## config.mk

```make
export PLATFORM = sky130hd
export DESIGN_NAME = cpu_prog_loader
export DESIGN_NICKNAME = d
export VERILOG_FILES = /design/src/rtl/cpu_prog_loader.sv
export SDC_FILE = /design/constraint.sdc
export NUM_CORES = 1
export LEC_CHECK = 0
export BUFFER_PORTS_ARGS = -buffer_cell sky130_fd_sc_hd__buf_2
export CAP_MARGIN = 0
export CELL_PAD_IN_SITES_DETAIL_PLACEMENT = 2
export CELL_PAD_IN_SITES_GLOBAL_PLACEMENT = 2
export CORE_UTILIZATION = 28
export DETAILED_ROUTE_END_ITERATION = 12
export PLACE_DENSITY_LB_ADDON = 0.08
export SETUP_SLACK_MARGIN = 0.4
export SYNTH_ARGS = -nofsm -noshare
export SYNTH_HDL_FRONTEND = slang
export SYNTH_SLANG_ARGS = --single-unit
export TNS_END_PERCENT = 10
```

## constraint.sdc

```tcl
create_clock -name clk -period 2.18 [get_ports clk]
set_clock_uncertainty 0.1 [all_clocks]
set_input_delay 0.545 -clock clk [delete_from_list [all_inputs] [get_ports clk]]
set_output_delay 0.545 -clock clk [all_outputs]
set_load 0.02 [all_outputs]
```

## src/rtl/cpu_prog_loader.sv

```systemverilog
// Host-side program loader: pulls bytes from a valid/ready stream and pushes them into
// the 8-bit CPU over its pin-level load protocol (4-phase STROBE/ACK), then sets RUN.
module cpu_prog_loader #(
  parameter int SYNC_STAGES = 2,
  parameter int TIMEOUT_CYC = 255
) (
  input  logic       clk,
  input  logic       rst,
  input  logic       start,
  input  logic [7:0] prog_len,
  input  logic       s_valid,
  input  logic [7:0] s_data,
  output logic       s_ready,
  output logic [7:0] pin_ui_in,
  output logic [7:0] pin_uio_in,
  input  logic [7:0] pin_uo_out,
  output logic       busy,
  output logic       done,
  output logic       error,
  output logic [7:0] bytes_sent,
  output logic [2:0] dbg_state
);

  typedef enum logic [2:0] {
    S_IDLE  = 3'd0,
    S_FETCH = 3'd1,
    S_SETUP = 3'd2,
    S_STRB  = 3'd3,
    S_RELS  = 3'd4,
    S_FIN   = 3'd5,
    S_DONE  = 3'd6,
    S_ERROR = 3'd7
  } state_t;

  // Every output is a pure function of the state being entered, so it is
  // registered together with the state and never glitches.
  typedef struct packed {
    logic lm;
    logic strb;
    logic run;
    logic rdy;
    logic bsy;
    logic dn;
    logic er;
  } outs_t;

  localparam logic [7:0] TMO_LAST = 8'(TIMEOUT_CYC - 1);

  function automatic outs_t decode(input state_t s);
    outs_t o;
    o = '0;
    case (s)
      S_FETCH: begin o.lm = 1'b1; o.rdy = 1'b1; o.bsy = 1'b1; end
      S_SETUP: begin o.lm = 1'b1; o.bsy = 1'b1; end
      S_STRB:  begin o.lm = 1'b1; o.strb = 1'b1; o.bsy = 1'b1; end
      S_RELS:  begin o.lm = 1'b1; o.bsy = 1'b1; end
      S_FIN:   begin o.bsy = 1'b1; end
      S_DONE:  begin o.run = 1'b1; o.dn = 1'b1; end
      S_ERROR: begin o.er = 1'b1; end
      default: ;
    endcase
    return o;
  endfunction

  state_t                 state;
  outs_t                  outs;
  logic [7:0]             len;
  logic [7:0]             tcnt;
  logic [SYNC_STAGES-1:0] ack_sync;
  logic                   ack_s;
  logic [7:0]             sent_inc;
  logic                   unused_pins;

  assign ack_s       = ack_sync[SYNC_STAGES-1];
  assign sent_inc    = bytes_sent + 8'd1;
  assign unused_pins = ^pin_uo_out[6:0];

  // ACK comes from the CPU clock domain; nothing looks at it before the last stage.
  always_ff @(posedge clk) begin
    if (rst) ack_sync <= '0;
    else     ack_sync <= {ack_sync[SYNC_STAGES-2:0], pin_uo_out[7]};
  end

  // Upstream stream: a byte moves on a clk edge where s_valid and s_ready are
  // both high; s_ready is high only while waiting for a byte, so at most one
  // byte is ever held (in pin_uio_in) and the source may hold s_valid freely.
  always_ff @(posedge clk) begin
    if (rst) begin
      state      <= S_IDLE;
      outs       <= '0;
      len        <= '0;
      tcnt       <= '0;
      bytes_sent <= '0;
      pin_uio_in <= '0;
    end else begin
      case (state)
        S_IDLE, S_DONE: begin
          if (start) begin
            len        <= prog_len;
            bytes_sent <= '0;
            if (prog_len != 8'd0) begin
              state <= S_FETCH;
              outs  <= decode(S_FETCH);
            end else begin
              state <= S_DONE;
              outs  <= decode(S_DONE);
            end
          end
        end
        S_FETCH: begin
          if (s_valid && outs.rdy) begin
            pin_uio_in <= s_data;
            state      <= S_SETUP;
            outs       <= decode(S_SETUP);
          end
        end
        S_SETUP: begin
          tcnt  <= '0;
          state <= S_STRB;
          outs  <= decode(S_STRB);
        end
        S_STRB: begin
          if (ack_s) begin
            tcnt  <= '0;
            state <= S_RELS;
            outs  <= decode(S_RELS);
          end else if (tcnt == TMO_LAST) begin
            pin_uio_in <= '0;
            state      <= S_ERROR;
            outs       <= decode(S_ERROR);
          end else begin
            tcnt <= tcnt + 8'd1;
          end
        end
        S_RELS: begin
          if (!ack_s) begin
            bytes_sent <= sent_inc;
            if (sent_inc == len) begin
              state <= S_FIN;
              outs  <= decode(S_FIN);
            end else begin
              state <= S_FETCH;
              outs  <= decode(S_FETCH);
            end
          end else if (tcnt == TMO_LAST) begin
            pin_uio_in <= '0;
            state      <= S_ERROR;
            outs       <= decode(S_ERROR);
          end else begin
            tcnt <= tcnt + 8'd1;
          end
        end
        S_FIN: begin
          pin_uio_in <= '0;
          state      <= S_DONE;
          outs       <= decode(S_DONE);
        end
        S_ERROR: ;
        default: begin
          state <= S_IDLE;
          outs  <= '0;
        end
      endcase
    end
  end

  assign pin_ui_in = {outs.lm, outs.strb, outs.run, 5'b00000};
  assign s_ready   = outs.rdy;
  assign busy      = outs.bsy;
  assign done      = outs.dn;
  assign error     = outs.er;
  assign dbg_state = state;

endmodule

```

# --- After elaboration in Yosys (flattened, before gate mapping) ---
# Cells that the tools add are included.
totals:
  reg_bits: 44
  wordCells: 69
classes:
  n_addsub: 2
  eq_ne: 13
  muxes: 28
  reduce_logical: 13
ops:
  columns: ["cell", "count"]
  rows:
  - ["8-bit 2-to-1 mux", 9]
  - ["7-bit 2-to-1 mux", 7]
  - ["7-bit case mux with 6 select lines", 1]
  - ["8-bit case mux with 4 select lines", 1]
  - ["8-bit case mux with 3 select lines", 1]
  - ["3-bit 2-to-1 mux", 7]
  - ["3-bit case mux with 6 select lines", 1]
  - ["8-bit by 1-bit adder with 8-bit output, second input constant", 2]
  - ["8-bit case mux with 2 select lines", 1]
  - ["2-bit != test, second input constant", 5]
  - ["3-bit == test, second input constant", 3]
  - ["8-bit == test", 1]
  - ["8-bit == test, second input constant", 1]
  - ["8-bit nonzero test", 1]
  - ["3-bit by 2-bit == test with 1-bit output, second input constant", 2]
  - ["3-bit AND reduction", 2]
  - ["6-bit nonzero test", 1]
  - ["2-bit AND reduction", 2]
  - ["4-bit AND reduction", 1]
  - ["4-bit nonzero test", 1]
  - ["3-bit by 1-bit == test with 1-bit output, second input constant", 1]
  - ["3-bit zero test", 1]
  - ["3-bit nonzero test", 1]
  - ["2-bit nonzero test", 1]
  - ["other kinds (2)", 2]

# --- Longest topological paths before layout ---
# Gate-level depths: netlist of the first run.
depth:
  depth_word: 5
  depth_mapped: 9
  mapped_depth_nobuf: 7

# --- Worst setup path after synthesis of the first run ---
# OpenSTA, ideal clock, no wires.
synth_path:
  kind: "flip-flop to flip-flop"
  start: "register state[1] (netlist: dbg_state[1])"
  end: "register state[2] (netlist: dbg_state[2])"
  setup_time_ps: 122
  arrival_ps: 2018
  required_ps: 1958
  setup_slack_ps: -60
  stages_incl_launch_ff: 10
  path_buffers: 2
  path_cell_list: "dfxtp_1 buf_6 buf_4 inv_1 ha_1 inv_1 a211oi_1 nor4_1 a32oi_1 o21ai_1"
synth_between:
  elab_chain_len: 4
synth_rtl:
  columns: ["element", "line", "source"]
  rows:
  - ["start, declared", "65", "state_t state;"]
  - ["start signal, assigned", "89", "state <= S_IDLE;"]
  - ["start signal, assigned", "102", "state <= S_FETCH;"]
  - ["start signal, assigned", "105", "state <= S_DONE;"]
  - ["3-bit == test or 3-bit zero test (tied branches)", "96", "case (state)"]
  - ["2-bit OR reduction", "96", null]
  - ["6-bit nonzero test (no line) or 2-bit != test (tied branches)", null, null]
  - ["3-bit AND reduction (no line)", null, null]
# Parallel ways exist; a longest one is shown, timed or not.
# A chain may end at the register's enable or synchronous reset.

# --- Worst setup path after layout of the first run ---
# Same ends and word-level chain as after synthesis.

==> results of run 1 <==
==> sequential cells by signal, indices dropped and copies added, names as in the netlist <==
| register | flops |
|---|---|
| tcnt | 8 |
| ack_sync | 2 |
| s_ready | 1 |
| len | 8 |
| bytes_sent | 8 |
| pin_ui_in | 3 |
| error | 1 |
| pin_uio_in | 8 |
| dbg_state | 3 |
| busy | 1 |
| done | 1 |
==> layout make-up <==
cell class / instances / area [sq um] / share of cell area, %
sequential: 44 / 904.6 / 24.73
clock inverter: 3 / 45.04 / 1.232
clock buffer: 5 / 68.82 / 1.882
tap: 108 / 135.1 / 3.695
inverter: 8 / 30.03 / 0.8211
timing repair buffer: 101 / 685.7 / 18.75
multi-input combinational: 245 / 1788 / 48.89
==> path summary, 6_finish.rpt <==
path | cells past startpoint | endpoint | slack (ps) | start
worst max register to register | 7 | dbg_state[2] | 130 | dbg_state[1]
worst max-delay path | 7 | dbg_state[2] | 130 | dbg_state[1]
worst min register to register | 1 | ack_sync[1] | 350 | ack_sync[0]
worst min-delay path | 2 | ack_sync[0] | 330 | pin_uo_out[7]
==> power by group through the flow <==
stage	clock network (mW)	registers (mW)	logic, mW
floorplan	0	1.19	1.24
global placement	0	1.15	1.97
detailed placement	0	1.15	2.00
CTS	0.707	1.10	2.55
global route	0.742	1.13	2.96
finish	0.687	1.11	2.75
==> per-stage QoR <==
| step | hold slack (ps) | worst slack [ps] |
|---|---|---|
| floorplan | 313.8 | 365.2 |
| detailed placement | 343.3 | 85.00 |
| global route | 332.4 | 102.6 |
| finish | 333.4 | 125.0 |
| global placement | 316.6 | 110.0 |
| CTS | 328.6 | 309.9 |
==> routing by layer <==
| layer | part of all wire [%] | vias to the layer above |
|---|---|---|
| li1 | - | 1340 |
| met5 | 0 | - |
| met3 | 4.0 | 15 |
| met1 | 48 | 1395 |
| met4 | 1.7 | 0 |
| met2 | 46 | 68 |
==> cell usage in the layout, fill, tap and decap left out, types with 3 or more instances in the layout <==
master     count
buf_6          6
nor3_1         8
clkbuf_8       5
a31oi_1        3
xor2_1         3
buf_4         47
nand2_1       11
xnor2_1        7
nor2b_1        6
conb_1         5
nor2_1        34
and3_1         3
o21ai_0       15
mux2i_1       11
buf_2         46
nand2b_1       5
nor4_1         4
dfxtp_2        4
o21ai_1        8
o211ai_1       9
a22oi_1        3
o2111ai_1      3
dfxtp_1       35
a21oi_1       23
dfxtp_4        5
and4_1         3
nand3_1        8
inv_1          6
a22o_1         9
nand4b_1       3
nand3b_1       3
==> worst register-to-register path: cells and delay by family (launching register included) <==
kind,cells,cell delay (ps)
flops,1,380
simple gates,1,440
compound gates,4,780
buf+inv,2,270
==> synth_stat cells, types with 2 or more instances <==
cell type  instances  area, sq um
xor2_1             3        26.28
nor2b_1            8        50.05
xnor2_1            7        61.31
inv_1              8        30.03
nand2_1           11        41.29
ha_1               5        62.56
a211oi_1           4        30.03
and3_1             3        18.77
a21oi_1           24        120.1
dfxtp_1           44        880.8
mux2i_1           11        110.1
nand3b_1           3        22.52
nor3_1            10        50.05
nand2b_1           5        31.28
o31ai_1            2        15.01
or3_1              2        12.51
a22oi_1            3        22.52
o21ai_1            8        40.04
or2_1              2        12.51
o2111a_1           2        22.52
or4_1              2        15.01
o2111ai_1          3        26.28
o21ai_0           16        80.08
nor4_1             7        43.79
a31oi_1            3        18.77
o22ai_1            2        12.51
a22o_1             9        78.83
a2bb2oi_1          3        26.28
buf_2              6        30.03
nand4b_1           3        26.28
nor2_1            36        135.1
clkbuf_1           9        33.78
nand3_1            9        45.04
and4_1             3        26.28
o211ai_1           9        67.56
buf_4              7        52.55
==> cell families (layout without fill, tap and decap cells) <==
logic type | count (synthesis) | count (layout)
and+or+nand+nor | 116 | 116
AOI/OAI and AO/OA | 97 | 97
adders and majority gates | 5 | 5
other | 1 | 5
DFF | 44 | 44
xor gates and xnor gates | 10 | 10
buffers and inverters | 31 | 117
muxes | 12 | 12
==> timing repair <==
action | CTS | global route
cloned | 0 | 0
pin swaps | 14 | 7
buffers inserted | 21 | 7
gates resized for setup | 36 | 6
endpoints found under the setup margin | 41 | 43
==> key figures, run 1 <==
Yosys
  – Synth Cell Area: 2611 sq um
  – EDFF count, synth: 0
  – Synth async-reset ratio: 0%
  – Sequential area share after synthesis: 33.73%
  – Cell variety after synth: 60
  – Simple-gate share of the synthesized area: 24.96%
  – Synth Area in Compound Gates: 24.72%
  – Mapped Cells: 316
  – #FFs+latches synth: 44
  – Top FF cell, synth: dfxtp_1
  – Avg Inst Size Synth: 8.263 sq um
  – Post-synthesis xor/xnor area fraction: 3.354%
  – Syn. warnings: 0
  – Largest family of logic cells by synthesized area: simple AND/OR/NAND/NOR gates
  – Multiplexer share of the synthesized area: 4.648%
  – Post-Synth Adder-Cell Area: 2.396%

Timing
  – Crit share post-route: 94.27%
  – Maximum clock frequency: 486.6 MHz
  – Final setup viols: 0
  – Max-slew violation count: 0
  – Minimum clock period: 2055 ps
  – Final Hold Violating Endpoints: 0
  – RSZ-0062 raised after global routing: yes
  – Setup TNS: 0 ps
  – Actual slew at the worst max-slew pin: 596.2 ps
  – Slew HR: 60.07%

Place
  – DP HPWL: 6812 um
  – Post-Place Cells: 478
  – Placed inst area: 3158 sq um
  – PortBufs: 46
  – GP Congestion: 0.7748

Global route
  – Total GRT Usage: 21.75%
  – Vias in the first global route: 2959
  – Pin count of the biggest net entering global routing: 31
  – Global-route wire length before repair: 16380 um
  – Grt met2 use: 34.40%
  – Grt ovf: 0
  – Antenna violations before repair: 0
  – Met3 usage: 3.546%
  – GR peak layer: met2
  – GRT met1 Usage: 30.67%

Clocking
  – # H-tree levels: 2
  – Root Driver: clkbuf_8
  – CTS tree: yes
  – Worst-skew pair later-pin latency: 310 ps
  – Clock buffer depth: 2
  – Sink Count: 44
  – CTS Buf Count: 5
  – # hold bufs at CTS: 0
  – Clock transition at the registers of the reported paths: 100 ps

Finish
  – Area delta synth->final: 40.06%
  – Final cell count without fillers: 514
  – Filler cells: 1021
  – Final core utilization: 41.13%
  – Share of layout cells above drive strength 1: 38.42%
  – Layout Nets: 438
  – Design area: 3657 sq um
  – Inserted Diodes: 0

Power and ir drop
  – PD cells: 1243 nW/um^2
  – Sw frac: 43.58%
  – Peak supply drop: 0.4062 mV
  – Leak: 1.504 nW
  – Gate power share: 60.5%
  – Power Total: 4.544 mW
  – Clock power share: 15.1%
  – Power Internal: 2.564 mW
  – Sequential power share: 24.4%
  – Switching power total: 1.981 mW

Drt
  – Final WL: 10260 um
  – DRT iter0 DRCs: 136
  – Drt pass-1 iters: 4
  – Routed vias: 2818
  – Post-DRT Antenna Nets: 0
  – Vias per cell: 5.482
  – DRC viols: 0
  – Routed wire per std cell: 19.96 um

Job
  – Max Cap Viol: 0

Die
  – Die span in y: 98.57 um
  – Initial Utilization: 29.37%
  – Full die area: 9716 sq um
  – Core Area: 8891 sq um
  – Number of top-level pins: 59
  – Row count: 34
  – Die W: 98.57 um

Setup path
  – Crit start category: register
  – Crit path max-delay family: compound AO/OA/AOI/OAI gates
  – Buf+Inv Stages, Crit Path: 2
  – CP max stage delay: 440 ps
  – Slowest cell on crit path: or3b_4
  – Worst path required time: 2320 ps
  – Crit. End Element: register
  – Crit path DAT: 2190 ps
  – WS Path Type: reg2reg
  – CP Cell Sequence: buf_4 > buf_8 > or3b_4 > o31a_1 > o221ai_2 > a32oi_1 > o21ai_1
  – Worst Path Max Fanout: 9

Outcome
  – Status: finished clean

Hold path
  – Worst hold path class: in2reg
Note: power is estimated with default switching activity, not from simulation.
==> run 2, diff against run 1 <==
CORE_UTILIZATION = 30   (was 28)
MAX_ROUTING_LAYER = met4   (was unset)
clock period = 2.3 ns   (was 2.18 ns; I/O delays follow)
==> key figures, run 2 (same netlist as run 1, synthesis figures left out) <==
Outcome
  – Status: finished clean

Place
  – Placed inst area: 3078 sq um
  – DP HPWL: 6858 um
  – Post-Place Cells: 472
  – PortBufs: 46
  – GP Congestion: 0.8267

Setup path
  – Slowest cell on crit path: dfxtp_4
  – Crit. End Element: register
  – Buf+Inv Stages, Crit Path: 1
  – Worst R2R Path Depth: 7
  – Crit start category: register
  – Crit path max-delay family: compound AO/OA/AOI/OAI gates
  – WP depth: 7
  – CP max stage delay: 360 ps
  – CP Cell Sequence: inv_2 > ha_2 > nand4_1 > or2_1 > a2bb2oi_2 > o21a_4 > a22o_1
  – Crit path DAT: 2100 ps
  – WS Path Type: reg2reg
  – Worst Path Max Fanout: 8
  – Worst path required time: 2410 ps

Finish
  – Inserted Diodes: 0
  – Final core utilization: 42.17%
  – Commonest cells after routing, fill and taps aside: 46 x buf_2, 38 x buf_4, 36 x dfxtp_1
  – Share of layout cells above drive strength 1: 33.42%
  – Final cell count without fillers: 500
  – Layout Nets: 427
  – Design area: 3500 sq um
  – Most common cell after layout, fill and taps aside: buf_2
  – Area delta synth->final: 34.02%

Clocking
  – Worst-skew pair later-pin latency: 310 ps
  – # H-tree levels: 2
  – Clock transition at the registers of the reported paths: 90 ps
  – Root Driver: clkbuf_8
  – Sink Count: 44
  – CTS Buf Count: 5
  – Clock buffer depth: 2
  – CTS tree: yes
  – # hold bufs at CTS: 0

Global route
  – Pin count of the biggest net entering global routing: 16
  – Antenna violations before repair: 0
  – Grt ovf: 0
  – Global-route wire length before repair: 14680 um
  – Total GRT Usage: 22.11%
  – Vias in the first global route: 2772

Timing
  – Setup TNS: 0 ps
  – Minimum clock period: 1992 ps
  – Hold WS: 370.3 ps
  – Final Hold Violating Endpoints: 0
  – Max-slew violation count: 0
  – Final setup viols: 0
  – Crit share post-route: 86.63%
  – RSZ-0062 raised after global routing: yes
  – Maximum clock frequency: 501.9 MHz

Power and ir drop
  – Leak: 1.438 nW
  – Peak supply drop: 0.4059 mV
  – PD cells: 1132 nW/um^2

Job
  – Max Cap Viol: 0

Die
  – Row count: 33
  – Core Area: 8299 sq um
  – Die span in y: 95.30 um
  – Number of top-level pins: 59
  – Full die area: 9081 sq um
  – Initial Utilization: 31.46%
  – Die W: 95.30 um

Drt
  – DRC viols: 0
  – Routed vias: 2736
  – Final WL: 9680 um
  – Drt pass-1 iters: 4
  – DRT iter0 DRCs: 116
  – Post-DRT Antenna Nets: 0
  – Vias per cell: 5.472
  – Routed wire per std cell: 19.36 um

Hold path
  – Hold depth: 2
  – Worst hold path class: in2reg
-- run 2: cell count changes in the layout (fill, tap and decap cells not counted), sizes merged --
cell,previous run,this run
clkbuf,5,7
inv,10,8
bufinv,1,0
clkinv,0,1
buf,101,90
-- run 2: worst reg2reg max path, stage by stage, from the launching register on --
cell and delay [ps]:
dfxtp_4 360, inv_2 50, ha_2 150, nand4_1 240, or2_1 350, a2bb2oi_2 210, o21a_4 250, a22o_1 180
-- run 2: layout make-up --
type	count	area, sq um
Fill cell	940	4800
Timing Repair Buffer	90	591.8
Clock inverter	1	8.758
Tap cell	105	131.4
Inverter	8	32.53
Multi-Input combinational cell	245	1727
Clock buffer	7	107.6
Sequential cell	44	900.9
-- run 2: per-layer routing --
layer	wire [um]	global-route usage, %
met1	4656	29.17
met2	4632	35.77
met3	298	3.030
met4	93	4.924
met5	0	-
-- run 2: what timing repair did --
item | 4_1_cts | 5_1_grt
resized for setup | 17 | 21
pin swaps | 3 | 8
endpoints found under the setup margin | 30 | 33
cloned | 0 | 0
buffers inserted | 4 | 16
-- run 2: metrics by stage --
stage / power, mW / setup slack, ps
after floorplan: 2.251 / 350.8
after global placement: 2.808 / 200.5
after detailed placement: 2.864 / 197.0
after CTS: 3.699 / 358.0
after global routing: 4.210 / 234.8
final: 3.963 / 307.5
-- run 2: report_power, final --
group / internal (mW) / total [mW] / switching, mW
combinational: 0.994 / 2.31 / 1.31
sequential: 0.911 / 1.04 / 0.130
clock: 0.312 / 0.613 / 0.301
total: 2.22 / 3.96 / 1.75
-- run 2: final timing paths --
path / endpoint / startpoint / slack (ps)
worst max-delay path: pin_uio_in[4] / tcnt[0] / 310
worst max register to register: pin_uio_in[4] / tcnt[0] / 310
worst min-delay path: ack_sync[0] / pin_uo_out[7] / 370
worst min register to register: ack_sync[1] / ack_sync[0] / 380
